[src/rtl/cp0_exc_writer.sv]
// MEM-stage exception/interrupt commit unit: sequences EPC/Cause/Status updates
// through the single CP0 write port, then issues a one-cycle flush and redirect.
module cp0_exc_writer #(
  parameter logic [31:0] EXC_VECTOR  = 32'h0000_0020,
  parameter logic [4:0]  ADDR_STATUS = 5'd12,
  parameter logic [4:0]  ADDR_CAUSE  = 5'd13,
  parameter logic [4:0]  ADDR_EPC    = 5'd14
) (
  input  logic        clk,
  input  logic        rst,
  input  logic        inst_valid_i,
  input  logic [31:0] inst_pc_i,
  input  logic        in_delay_slot_i,
  input  logic        exc_syscall_i,
  input  logic        exc_ri_i,
  input  logic        exc_ov_i,
  input  logic        exc_eret_i,
  input  logic [31:0] cp0_status_i,
  input  logic [31:0] cp0_cause_i,
  input  logic [31:0] cp0_epc_i,
  output logic        cp0_wr_en_o,
  output logic [4:0]  cp0_w_addr_o,
  output logic [31:0] cp0_w_data_o,
  output logic        stall_o,
  output logic        flush_o,
  output logic [31:0] new_pc_o,
  output logic        busy_o
);

  typedef enum logic [2:0] {IDLE, W_EPC, W_CAUSE, W_STATUS, REDIRECT} state_t;

  state_t      state_q;
  logic        intPend, anyExc, eretOnly, take;
  logic [4:0]  excCode;
  logic [31:0] epcWr_d, causeWr_d, statusWr_d, redirect_d;
  logic [31:0] causeWr_q, statusWr_q, redirect_q;
  logic        wrEn_q, flush_q;
  logic [4:0]  wAddr_q;
  logic [31:0] wData_q, newPc_q;

  // The write values are computed from the inputs at take time and held in
  // registers, so later changes on the CP0 inputs cannot disturb the sequence.
  always_comb begin
    intPend  = inst_valid_i & cp0_status_i[0] & ~cp0_status_i[1]
               & (|(cp0_cause_i[15:8] & cp0_status_i[15:8]));
    anyExc   = inst_valid_i & (exc_syscall_i | exc_ri_i | exc_ov_i);
    eretOnly = inst_valid_i & exc_eret_i & ~intPend & ~anyExc;
    take     = (state_q == IDLE) & (intPend | anyExc | eretOnly);

    excCode = 5'd0;
    if (intPend)                              excCode = 5'd0;
    else if (inst_valid_i && exc_syscall_i)   excCode = 5'd8;
    else if (inst_valid_i && exc_ri_i)        excCode = 5'd10;
    else if (inst_valid_i && exc_ov_i)        excCode = 5'd12;

    epcWr_d    = in_delay_slot_i ? inst_pc_i - 32'd4 : inst_pc_i;
    causeWr_d  = (cp0_cause_i & 32'h7FFF_FF83)
                 | {in_delay_slot_i, 24'd0, excCode, 2'd0};
    statusWr_d = eretOnly ? (cp0_status_i & ~32'd2) : (cp0_status_i | 32'd2);
    redirect_d = eretOnly ? cp0_epc_i : EXC_VECTOR;
  end

  // Outputs are registered alongside the state: each state's write/flush is
  // loaded on the edge that enters it.
  always_ff @(posedge clk) begin
    if (rst) begin
      state_q    <= IDLE;
      causeWr_q  <= '0;
      statusWr_q <= '0;
      redirect_q <= '0;
      wrEn_q     <= 1'b0;
      wAddr_q    <= '0;
      wData_q    <= '0;
      flush_q    <= 1'b0;
      newPc_q    <= '0;
    end else begin
      wrEn_q  <= 1'b0;
      wAddr_q <= '0;
      wData_q <= '0;
      flush_q <= 1'b0;
      newPc_q <= '0;
      case (state_q)
        IDLE: begin
          if (take) begin
            causeWr_q  <= causeWr_d;
            statusWr_q <= statusWr_d;
            redirect_q <= redirect_d;
            wrEn_q     <= 1'b1;
            if (eretOnly) begin
              state_q <= W_STATUS;
              wAddr_q <= ADDR_STATUS;
              wData_q <= statusWr_d;
            end else begin
              state_q <= W_EPC;
              wAddr_q <= ADDR_EPC;
              wData_q <= epcWr_d;
            end
          end
        end
        W_EPC: begin
          state_q <= W_CAUSE;
          wrEn_q  <= 1'b1;
          wAddr_q <= ADDR_CAUSE;
          wData_q <= causeWr_q;
        end
        W_CAUSE: begin
          state_q <= W_STATUS;
          wrEn_q  <= 1'b1;
          wAddr_q <= ADDR_STATUS;
          wData_q <= statusWr_q;
        end
        W_STATUS: begin
          state_q <= REDIRECT;
          flush_q <= 1'b1;
          newPc_q <= redirect_q;
        end
        REDIRECT: state_q <= IDLE;
        default:  state_q <= IDLE;
      endcase
    end
  end

  assign cp0_wr_en_o  = wrEn_q;
  assign cp0_w_addr_o = wAddr_q;
  assign cp0_w_data_o = wData_q;
  assign flush_o      = flush_q;
  assign new_pc_o     = newPc_q;
  assign busy_o       = (state_q != IDLE);
  assign stall_o      = take | busy_o;

endmodule

[config.mk]
export PLATFORM = sky130hd
export DESIGN_NAME = cp0_exc_writer
export DESIGN_NICKNAME = d
export VERILOG_FILES = /design/src/rtl/cp0_exc_writer.sv
export SDC_FILE = /design/constraint.sdc
export NUM_CORES = 1
export LEC_CHECK = 0
export CAP_MARGIN = 15
export CORE_UTILIZATION = 51
export DETAILED_ROUTE_END_ITERATION = 7
export MAX_ROUTING_LAYER = met4
export PLACE_DENSITY = 0.86
export SYNTH_ARGS = -nofsm -noshare
export SYNTH_HDL_FRONTEND = slang
export SYNTH_SLANG_ARGS = --single-unit
[constraint.sdc]
create_clock -name clk -period 4.5 [get_ports clk]
set_clock_uncertainty 0.1 [all_clocks]
set_input_delay 0.675 -clock clk [delete_from_list [all_inputs] [get_ports clk]]
set_output_delay 0.675 -clock clk [all_outputs]
set_load 0.01 [all_outputs]
==> results of run 1 <==
report_power, final:
group          total [mW]  switching, mW  internal [mW]  leakage [nW]
clock                1.38          0.613          0.769         0.270
sequential           1.63         0.0577           1.57          1.34
combinational       0.681          0.365          0.316          1.87
per-layer routing:
layer	track usage (%)	share of wire [%]	vias to the layer above
met5	-	0	-
li1	-	-	3058
met4	13.86	3.5	0
met3	6.347	11	53
met1	40.75	41	3061
met2	45.33	45	433
through the flow:
| stage | util [%] | worst slack, ns | instances |
|---|---|---|---|
| 5_1_grt | 74.39 | 0.9601 | 1110 |
| 6_report | 74.39 | 1.033 | 1110 |
| 3_5_place_dp | 70.03 | 1.099 | 1077 |
| 4_1_cts | 74.37 | 1.099 | 1109 |
| 3_3_place_gp | 70.03 | 1.102 | 1077 |
| 2_1_floorplan | - | 1.682 | 751 |
cell type report:
class | count | area [sq um]
Sequential cell | 165 | 3303
Multi-Input combinational cell | 515 | 3278
Inverter | 9 | 35.03
Tap cell | 172 | 215.2
Fill cell | 905 | 3284
Clock inverter | 13 | 123.9
Timing Repair Buffer | 216 | 2150
Clock buffer | 19 | 432.9
Antenna cell | 1 | 2.502
state kept, by name, summed over array words and instances, names as in the netlist:
| name | flops |
|---|---|
| cp0_w_data_o | 32 |
| causeWr_q | 30 |
| redirect_q | 32 |
| statusWr_q | 32 |
| cp0_w_addr_o | 3 |
| new_pc_o | 32 |
| state_q | 3 |
| flush_o | 1 |
how the worst max path moves through the flow:
stage / startpoint / to / slack (ns) / cells past startpoint
CTS: cp0_status_i[9] / stall_o / 1.10 / 6
global route: cp0_status_i[9] / stall_o / 0.96 / 6
floorplan: inst_pc_i[17] / cp0_w_data_o[29]$_SDFF_PP0_ / 1.68 / 6
finish: cp0_status_i[9] / stall_o / 1.03 / 6
detailed placement: inst_pc_i[13] / cp0_w_data_o[31]$_SDFF_PP0_ / 1.10 / 6
global placement: inst_pc_i[13] / cp0_w_data_o[31]$_SDFF_PP0_ / 1.10 / 6
synthesized netlist by cell type (9+ instances only):
library cell	number	area share [%]
o21ai_0	45	3.3
nand2_1	122	6.7
dfxtp_1	165	48
nand4_1	29	2.7
mux2i_1	37	5.4
inv_1	9	0.49
and2_1	35	3.2
clkbuf_1	53	2.9
a22o_1	39	5.0
nand3_1	12	0.88
a22oi_1	26	2.9
a31oi_1	9	0.82
xnor2_1	13	1.7
nor3_1	13	0.95
a21oi_1	16	1.2
nor2_1	22	1.2
critical path: stages:
cell and delay (ns):
clkdlybuf4s50_1 0.51, a22oi_1 0.25, nand4_1 0.30, a21oi_1 0.27
nand3_1 0.15, clkdlybuf4s50_1 0.53
cells by family (layout without fill, tap and decap cells):
family          count (synthesis)  in the layout  synth area share [%]
xor+xnor                       20             20                 2.564
mux                            42             42                 6.245
compound gates                176            176                 18.17
flops                         165            165                 48.35
other cells                     1              2               0.05489
fa+ha+maj                       1              1                0.1831
buf+inv                        71            257                 4.231
simple gates                  275            275                 20.20
==> impl_metrics.csv, run 1 <==
group,metric,value,unit
global_route,antenna_found_initial,1,
clock_network,cts_resized,0,
sta,rsz0062_at_grt,"false",
clock_network,cts_hold_buffers,0,
critical_path,r2r-end,"cp0_w_data_o[16]$_SDFF_PP0_",
final_layout,layout-drive-gt1-share,6.830,%
place,dpl.hpwl,14520,um
final_layout,area_delta_synth_final,39.65,%
die,fp.coreArea,0.01282,sq mm
logic_synthesis,synth_seq_cells,165,
clock_network,htree_levels,4,
logic_synthesis,syn-cell-area,0.006832,sq mm
sta,worst_slew_pin_slew,0.9555,ns
logic_synthesis,yosys_warnings,0,
critical_path,r2r-start,"state_q[2]$_SDFFE_PP0P_",
place,place.port_buffers,201,
critical_path,path_max_fanout,6,
place,post_dp_cell_area,0.008981,sq mm
run,cap_violations,0,
critical_path,r2r_slack,1.44,ns
sta,fmax,288.4,MHz
final_layout,layout_common_cells,"clkdlybuf4s50_1 (201), dfxtp_1 (165), nand2_1 (122)",
clock_network,clock_sinks,165,
sta,setup_violations,0,
die,pin_count,209,
hold_path,hp-class,"register to register",
sta,slew_violations,0,
critical_path,cp-start-kind,"input port",
sta,period_minus_slack,3.467,ns
power,power,3.690,mW
logic_synthesis,syn_inst,751,
die,dieArea,0.01386,sq mm
critical_path,crit_type,"input port to output pin",
place,gp_congestion,0.9428,
logic_synthesis,syn_nets,888,
die,chipWidth,117.7,um
logic_synthesis,ys.flop_type,"dfxtp_1",
die,start_util,53.27,%
clock_network,insertion_delay,0.43,ns
route,drt-total-wl,20850,um
clock_network,cts.path.max_buffers,2,
final_layout,nets,1061,
route,drtAntennaViolNets,0,
sta,finalSetupTns,0,ns
logic_synthesis,ys_types,59,
critical_path,arrival,2.69,ns
hold_path,hold_path_depth,1,
global_route,grt_usage,30.84,%
sta,hold_viol,0,
global_route,grt_max_degree,79,
route,drt_pass1_iterations,5,
logic_synthesis,synth_seq_area_share,48.35,%
critical_path,cp.required,3.72,ns
die,die_h,117.7,um
route,avgRoutedWirePerCell,18.78,um
sta,finalCritPeriodShare,77.04,%
route,drtIter0Drc,903,
route,avgViaCountPerCell,5.950,
power,ir_drop,0.2082,mV
sta,hold_ws,0.3541,ns
die,rows,41,
route,vias,6605,
clock_network,tritoncts,"built",
clock_network,root_buffer,"clkbuf_16",
logic_synthesis,syn_area_per_cell,9.097,sq um
hold_path,holdCritStartpoint,"redirect_q[28]$_SDFFE_PP0P_",
global_route,overflow,0,
clock_network,path_clk_slew,0.06,ns
power,leakage,3.488,nW
global_route,grt_pass1_wl,32290,um
hold_path,holdPathEnd,"new_pc_o[28]$_SDFF_PP0_",
critical_path,r2r_cells,5,
power,p_per_area,386.8,mW/mm^2
critical_path,end_kind,"output pin",
clock_network,post_cts.repair.setup_buffers,0,
final_layout,fin_area,0.009540,sq mm
final_layout,final_common_cell,"clkdlybuf4s50_1",
global_route,grt_pass1_vias,5911,
clock_network,cts-buffers-inserted,17,
route,drc,0,
sta,max-slew-margin-rel,36.07,%
logic_synthesis,synth_edf_count,0,
status,status,"complete, no violations",
logic_synthesis,async_reset_ff_share,0,%
Power figures use the tool's default switching activity.
==> run 2: changes to the inputs <==
- CORE_UTILIZATION: 51 -> 42
- PLACE_DENSITY: 0.86 -> 0.76
- clock period: 4.5 -> 3 ns (I/O delays scaled with it)
==> impl_metrics.csv, run 2 (synthesized netlist as in run 1, its figures left out) <==
group,metric,value,unit
critical_path,r2r-start,"state_q[1]$_SDFFE_PP0P_",
hold_path,hold_path_depth,1,
global_route,grt_max_degree,70,
place,gp_congestion,0.9134,
clock_network,clock_sinks,165,
place,dpl.hpwl,15240,um
clock_network,cts.path.max_buffers,2,
final_layout,fillers,1354,
final_layout,final-instance-count-excl-fill,1190,
route,avgViaCountPerCell,5.482,
critical_path,arrival,2.34,ns
clock_network,post_cts.repair.setup_buffers,0,
route,vias,6524,
hold_path,hp-class,"register to register",
sta,worst_slew_pin_slew,0.5827,ns
sta,max-slew-margin-rel,60.80,%
route,drtAntennaViolNets,0,
clock_network,root_buffer,"clkbuf_16",
place,place.port_buffers,201,
run,cap_violations,0,
clock_network,cts_hold_buffers,0,
global_route,overflow,0,
status,status,"complete, no violations",
final_layout,multiInputGateArea,0.003278,sq mm
route,avgRoutedWirePerCell,18.00,um
clock_network,path_clk_slew,0.07,ns
route,drt_pass1_iterations,6,
global_route,use_met1,34.88,%
hold_path,holdPathEnd,"new_pc_o[21]$_SDFF_PP0_",
sta,slew_violations,0,
sta,hold_viol,0,
place,dp.cells,1158,
route,drc,0,
route,drt-total-wl,21420,um
critical_path,startpoint,"cp0_status_i[8]",
power,leakage,3.699,nW
die,pin_count,209,
final_layout,area_delta_synth_final,45.38,%
critical_path,r2r_cells,5,
final_layout,seq_area,0.003303,sq mm
final_layout,layout_common_cells,"clkdlybuf4s50_1 (201), dfxtp_1 (165), nand2_1 (122)",
global_route,use_met3,5.780,%
hold_path,holdCritStartpoint,"redirect_q[21]$_SDFFE_PP0P_",
global_route,antenna_found_initial,0,
final_layout,antenna_cells,0,
final_layout,nets,1098,
global_route,grt_pass1_wl,32250,um
clock_network,cts_resized,0,
die,fp.coreArea,0.01589,sq mm
power,p_per_area,574.5,mW/mm^2
global_route,grt_usage,26.40,%
route,drtIter0Drc,502,
clock_network,cts-buffers-inserted,17,
die,chipWidth,129.5,um
global_route,grt_pass1_vias,5992,
die,rows,46,
critical_path,path_max_fanout,3,
critical_path,cp.required,2.45,ns
final_layout,final_common_cell,"clkdlybuf4s50_1",
sta,finalCritPeriodShare,96.19,%
die,start_util,43.01,%
critical_path,crit_type,"input port to output pin",
global_route,use_met2,38.65,%
clock_network,htree_levels,4,
sta,finalSetupTns,0,ns
sta,period_minus_slack,2.886,ns
die,die_h,129.5,um
critical_path,cp-start-kind,"input port",
critical_path,r2r_slack,0.87,ns
clock_network,tritoncts,"built",
die,dieArea,0.01678,sq mm
sta,fmax,346.5,MHz
final_layout,layout-drive-gt1-share,10.57,%
sta,rsz0062_at_grt,"false",
global_route,busiest_layer,"met2",
final_layout,final_core_util,62.52,%
critical_path,end_kind,"output pin",
clock_network,insertion_delay,0.43,ns
critical_path,r2r-end,"cp0_w_data_o[5]$_SDFF_PP0_",
power,ir_drop,0.4380,mV
sta,setup_violations,0,
[run 2: cell types whose count changed in the layout (fill, tap and decap cells not counted)]
cell,before,now
inv_8,1,2
diode_2,1,0
clkbuf_1,2,0
inv_6,3,5
bufinv_16,1,2
clkinvlp_4,2,0
buf_12,2,4
buf_4,13,48
[run 2: area by class of cell]
cell class | instances | area share, %
Clock buffer | 17 | 4.283
Clock inverter | 15 | 1.688
Inverter | 9 | 0.3527
Multi-Input combinational cell | 515 | 33.01
Sequential cell | 165 | 33.26
Tap cell | 216 | 2.721
Timing Repair Buffer | 253 | 24.69
[run 2: worst max-delay path by stage]
stage / end / slack [ns]
2_1_floorplan: cp0_w_data_o[29]$_SDFF_PP0_ / 0.41
3_3_place_gp: cp0_w_data_o[29]$_SDFF_PP0_ / -0.04
3_5_place_dp: cp0_w_data_o[29]$_SDFF_PP0_ / -0.05
4_1_cts: stall_o / 0.14
5_1_grt: stall_o / 0.05
6_report: stall_o / 0.11
[run 2: layer usage]
layer | wire length, um | part of all wire, %
met5 | 0 | 0
met4 | 595 | 2.8
met3 | 1599 | 7.5
met2 | 9670 | 45
met1 | 9555 | 45
[run 2: metrics by stage]
stage / power, mW / setup WS (ns) / hold slack, ns / instance area, sq um
floorplan: 2.978 / 0.4074 / 0.3302 / 6832
global placement: 3.524 / -0.04101 / 0.3330 / 9339
detailed placement: 3.536 / -0.05413 / 0.3428 / 9339
CTS: 5.719 / 0.1406 / 0.3583 / 9932
global route: 5.913 / 0.04642 / 0.3737 / 9932
finish: 5.706 / 0.1144 / 0.3578 / 9932
[run 2: power by group]
part	internal [mW]	switching, mW	total, mW	leakage (nW)
logic	0.511	0.555	1.07	2.06
clock network	1.25	0.945	2.19	0.297
registers	2.35	0.0926	2.45	1.34
total	4.11	1.59	5.71	3.70
[run 2: critical path, stage by stage]
cell             delay [ns]
clkdlybuf4s50_1        0.48
a22oi_1                0.27
nand4_1                0.19
a21oi_1                0.26
nand3_1                0.15
clkdlybuf4s50_1        0.53
==> run 3: changes to the inputs <==
- GPL_TIMING_DRIVEN: unset -> 0
==> impl_metrics.csv, run 3 (synthesized netlist as in run 1, its figures left out) <==
group,metric,value,unit
sta,period_minus_slack,3.023,ns
global_route,grt_usage,27.97,%
clock_network,path_clk_slew,0.06,ns
global_route,grt_pass1_vias,6063,
sta,setup_violations,1,
clock_network,tritoncts,"built",
clock_network,cts-buffers-inserted,17,
place,dpl.hpwl,16960,um
global_route,grt_max_degree,17,
final_layout,final_core_util,61.62,%
global_route,overflow,0,
route,vias,6785,
die,die_h,129.5,um
place,post_dp_cell_area,0.009094,sq mm
final_layout,fin_area,0.009788,sq mm
critical_path,end_kind,"output pin",
clock_network,htree_levels,4,
final_layout,final_common_cell,"clkdlybuf4s50_1",
final_layout,final-instance-count-excl-fill,1201,
status,violations,"setup timing",
sta,worst_slack,-0.02310,ns
power,p_per_area,602.6,mW/mm^2
sta,slew_violations,0,
critical_path,path_max_fanout,10,
route,drt-total-wl,23010,um
clock_network,insertion_delay,0.43,ns
critical_path,cp.required,2.45,ns
status,status,"finished, violations left",
place,place.port_buffers,199,
run,cap_violations,0,
sta,finalCritPeriodShare,100.8,%
route,drtAntennaViolNets,0,
power,leakage,3.548,nW
sta,rsz0062_at_grt,"false",
route,drc,0,
die,pin_count,209,
global_route,antenna_found_initial,1,
die,fp.coreArea,0.01589,sq mm
route,drt_pass1_iterations,5,
critical_path,crit_type,"input port to output pin",
sta,fmax,330.8,MHz
power,ir_drop,0.4249,mV
hold_path,hp-class,"register to register",
route,avgRoutedWirePerCell,19.16,um
route,avgViaCountPerCell,5.649,
sta,worst_slew_pin_slew,0.8061,ns
die,chipWidth,129.5,um
final_layout,area_delta_synth_final,43.28,%
clock_network,clock_sinks,165,
die,dieArea,0.01678,sq mm
place,gp_congestion,0.9867,
final_layout,layout_common_cells,"clkdlybuf4s50_1 (198), dfxtp_1 (165), nand2_1 (122)",
die,start_util,43.01,%
critical_path,arrival,2.47,ns
place,dp_slack,-0.6729,ns
global_route,grt_pass1_wl,33920,um
sta,hold_viol,0,
place,dp.cells,1166,
sta,max-slew-margin-rel,46.03,%
clock_network,root_buffer,"clkbuf_16",
final_layout,fillers,1391,
die,rows,46,
critical_path,cp-start-kind,"input port",
route,drtIter0Drc,814,
final_layout,layout-drive-gt1-share,5.996,%
final_layout,nets,1108,
clock_network,cts.path.max_buffers,2,
clock_network,cts_hold_buffers,0,
[run 3: cell count changes in the layout (fill, tap and decap cells not counted), sizes merged]
cell / delta
clkbuf: +55
buf: -40
clkinv: -6
clkdlybuf4s50: -3
bufinv: +2
clkinvlp: +1
diode: +1
dlygate4sd2: +1
[run 3: repair_timing]
item	CTS	global route
buffers inserted	2	0
pin swaps	2	2
setup endpoints to repair	1	45
gates resized for setup	4	8
[run 3: report_power, final]
| part | total (mW) | internal (mW) | switching (mW) |
|---|---|---|---|
| Sequential | 2.44 | 2.35 | 0.0837 |
| Combinational | 1.07 | 0.476 | 0.598 |
| Clock | 2.39 | 1.46 | 0.927 |
| Total | 5.90 | 4.29 | 1.61 |
[run 3: critical path, stage by stage]
cell,delay [ns]
clkdlybuf4s50_1,0.55
a22oi_1,0.25
nand4_1,0.22
a21oi_2,0.29
buf_4,0.24
nand3_1,0.12
dlygate4sd2_1,0.34
[run 3: metal layers]
| metal | share of wire [%] | global-route usage [%] | wire [um] | up-vias |
|---|---|---|---|---|
| li1 | - | - | - | 3161 |
| met3 | 11 | 7.267 | 2584 | 40 |
| met2 | 44 | 40.07 | 10180 | 398 |
| met1 | 42 | 38.07 | 9760 | 3186 |
| met5 | 0 | - | 0 | - |
| met4 | 2.1 | 9.302 | 493 | 0 |
[run 3: worst paths after layout]
| kind | startpoint | to | slack [ns] | depth (start not counted) |
|---|---|---|---|---|
| hold reg to reg | redirect_q[29]$_SDFFE_PP0P_ | new_pc_o[29]$_SDFF_PP0_ | 0.35 | 1 |
| setup / recovery | cp0_status_i[14] | stall_o | -0.02 | 7 |
| hold / removal | redirect_q[29]$_SDFFE_PP0P_ | new_pc_o[29]$_SDFF_PP0_ | 0.35 | 1 |
| setup reg to reg | state_q[1]$_SDFFE_PP0P_ | cp0_w_data_o[26]$_SDFF_PP0_ | 0.10 | 6 |
[run 3: final cells by class]
class                      count  area [sq um]  share of cell area [%]
clock inverter                12         190.2                   1.943
clock buffer                  20         456.7                   4.666
inverter                       9         33.78                  0.3451
sequential                   165          3303                   33.75
timing repair buffer         201          2006                   20.49
antenna                        1         2.502                 0.02557
multi-input combinational    515          3266                   33.36
buffer                        62         260.3                   2.659
tap                          216         270.3                   2.761
[run 3: metrics by stage]
| step | TNS [ns] | total power [mW] | hold slack (ns) |
|---|---|---|---|
| after CTS | 0 | 5.875 | 0.3516 |
| after floorplan | 0 | 2.978 | 0.3302 |
| after global placement | -21.03 | 3.505 | 0.3329 |
| after global routing | 0 | 6.081 | 0.3696 |
| final | -0.02310 | 5.898 | 0.3538 |
| after detailed placement | -20.76 | 3.516 | 0.3409 |
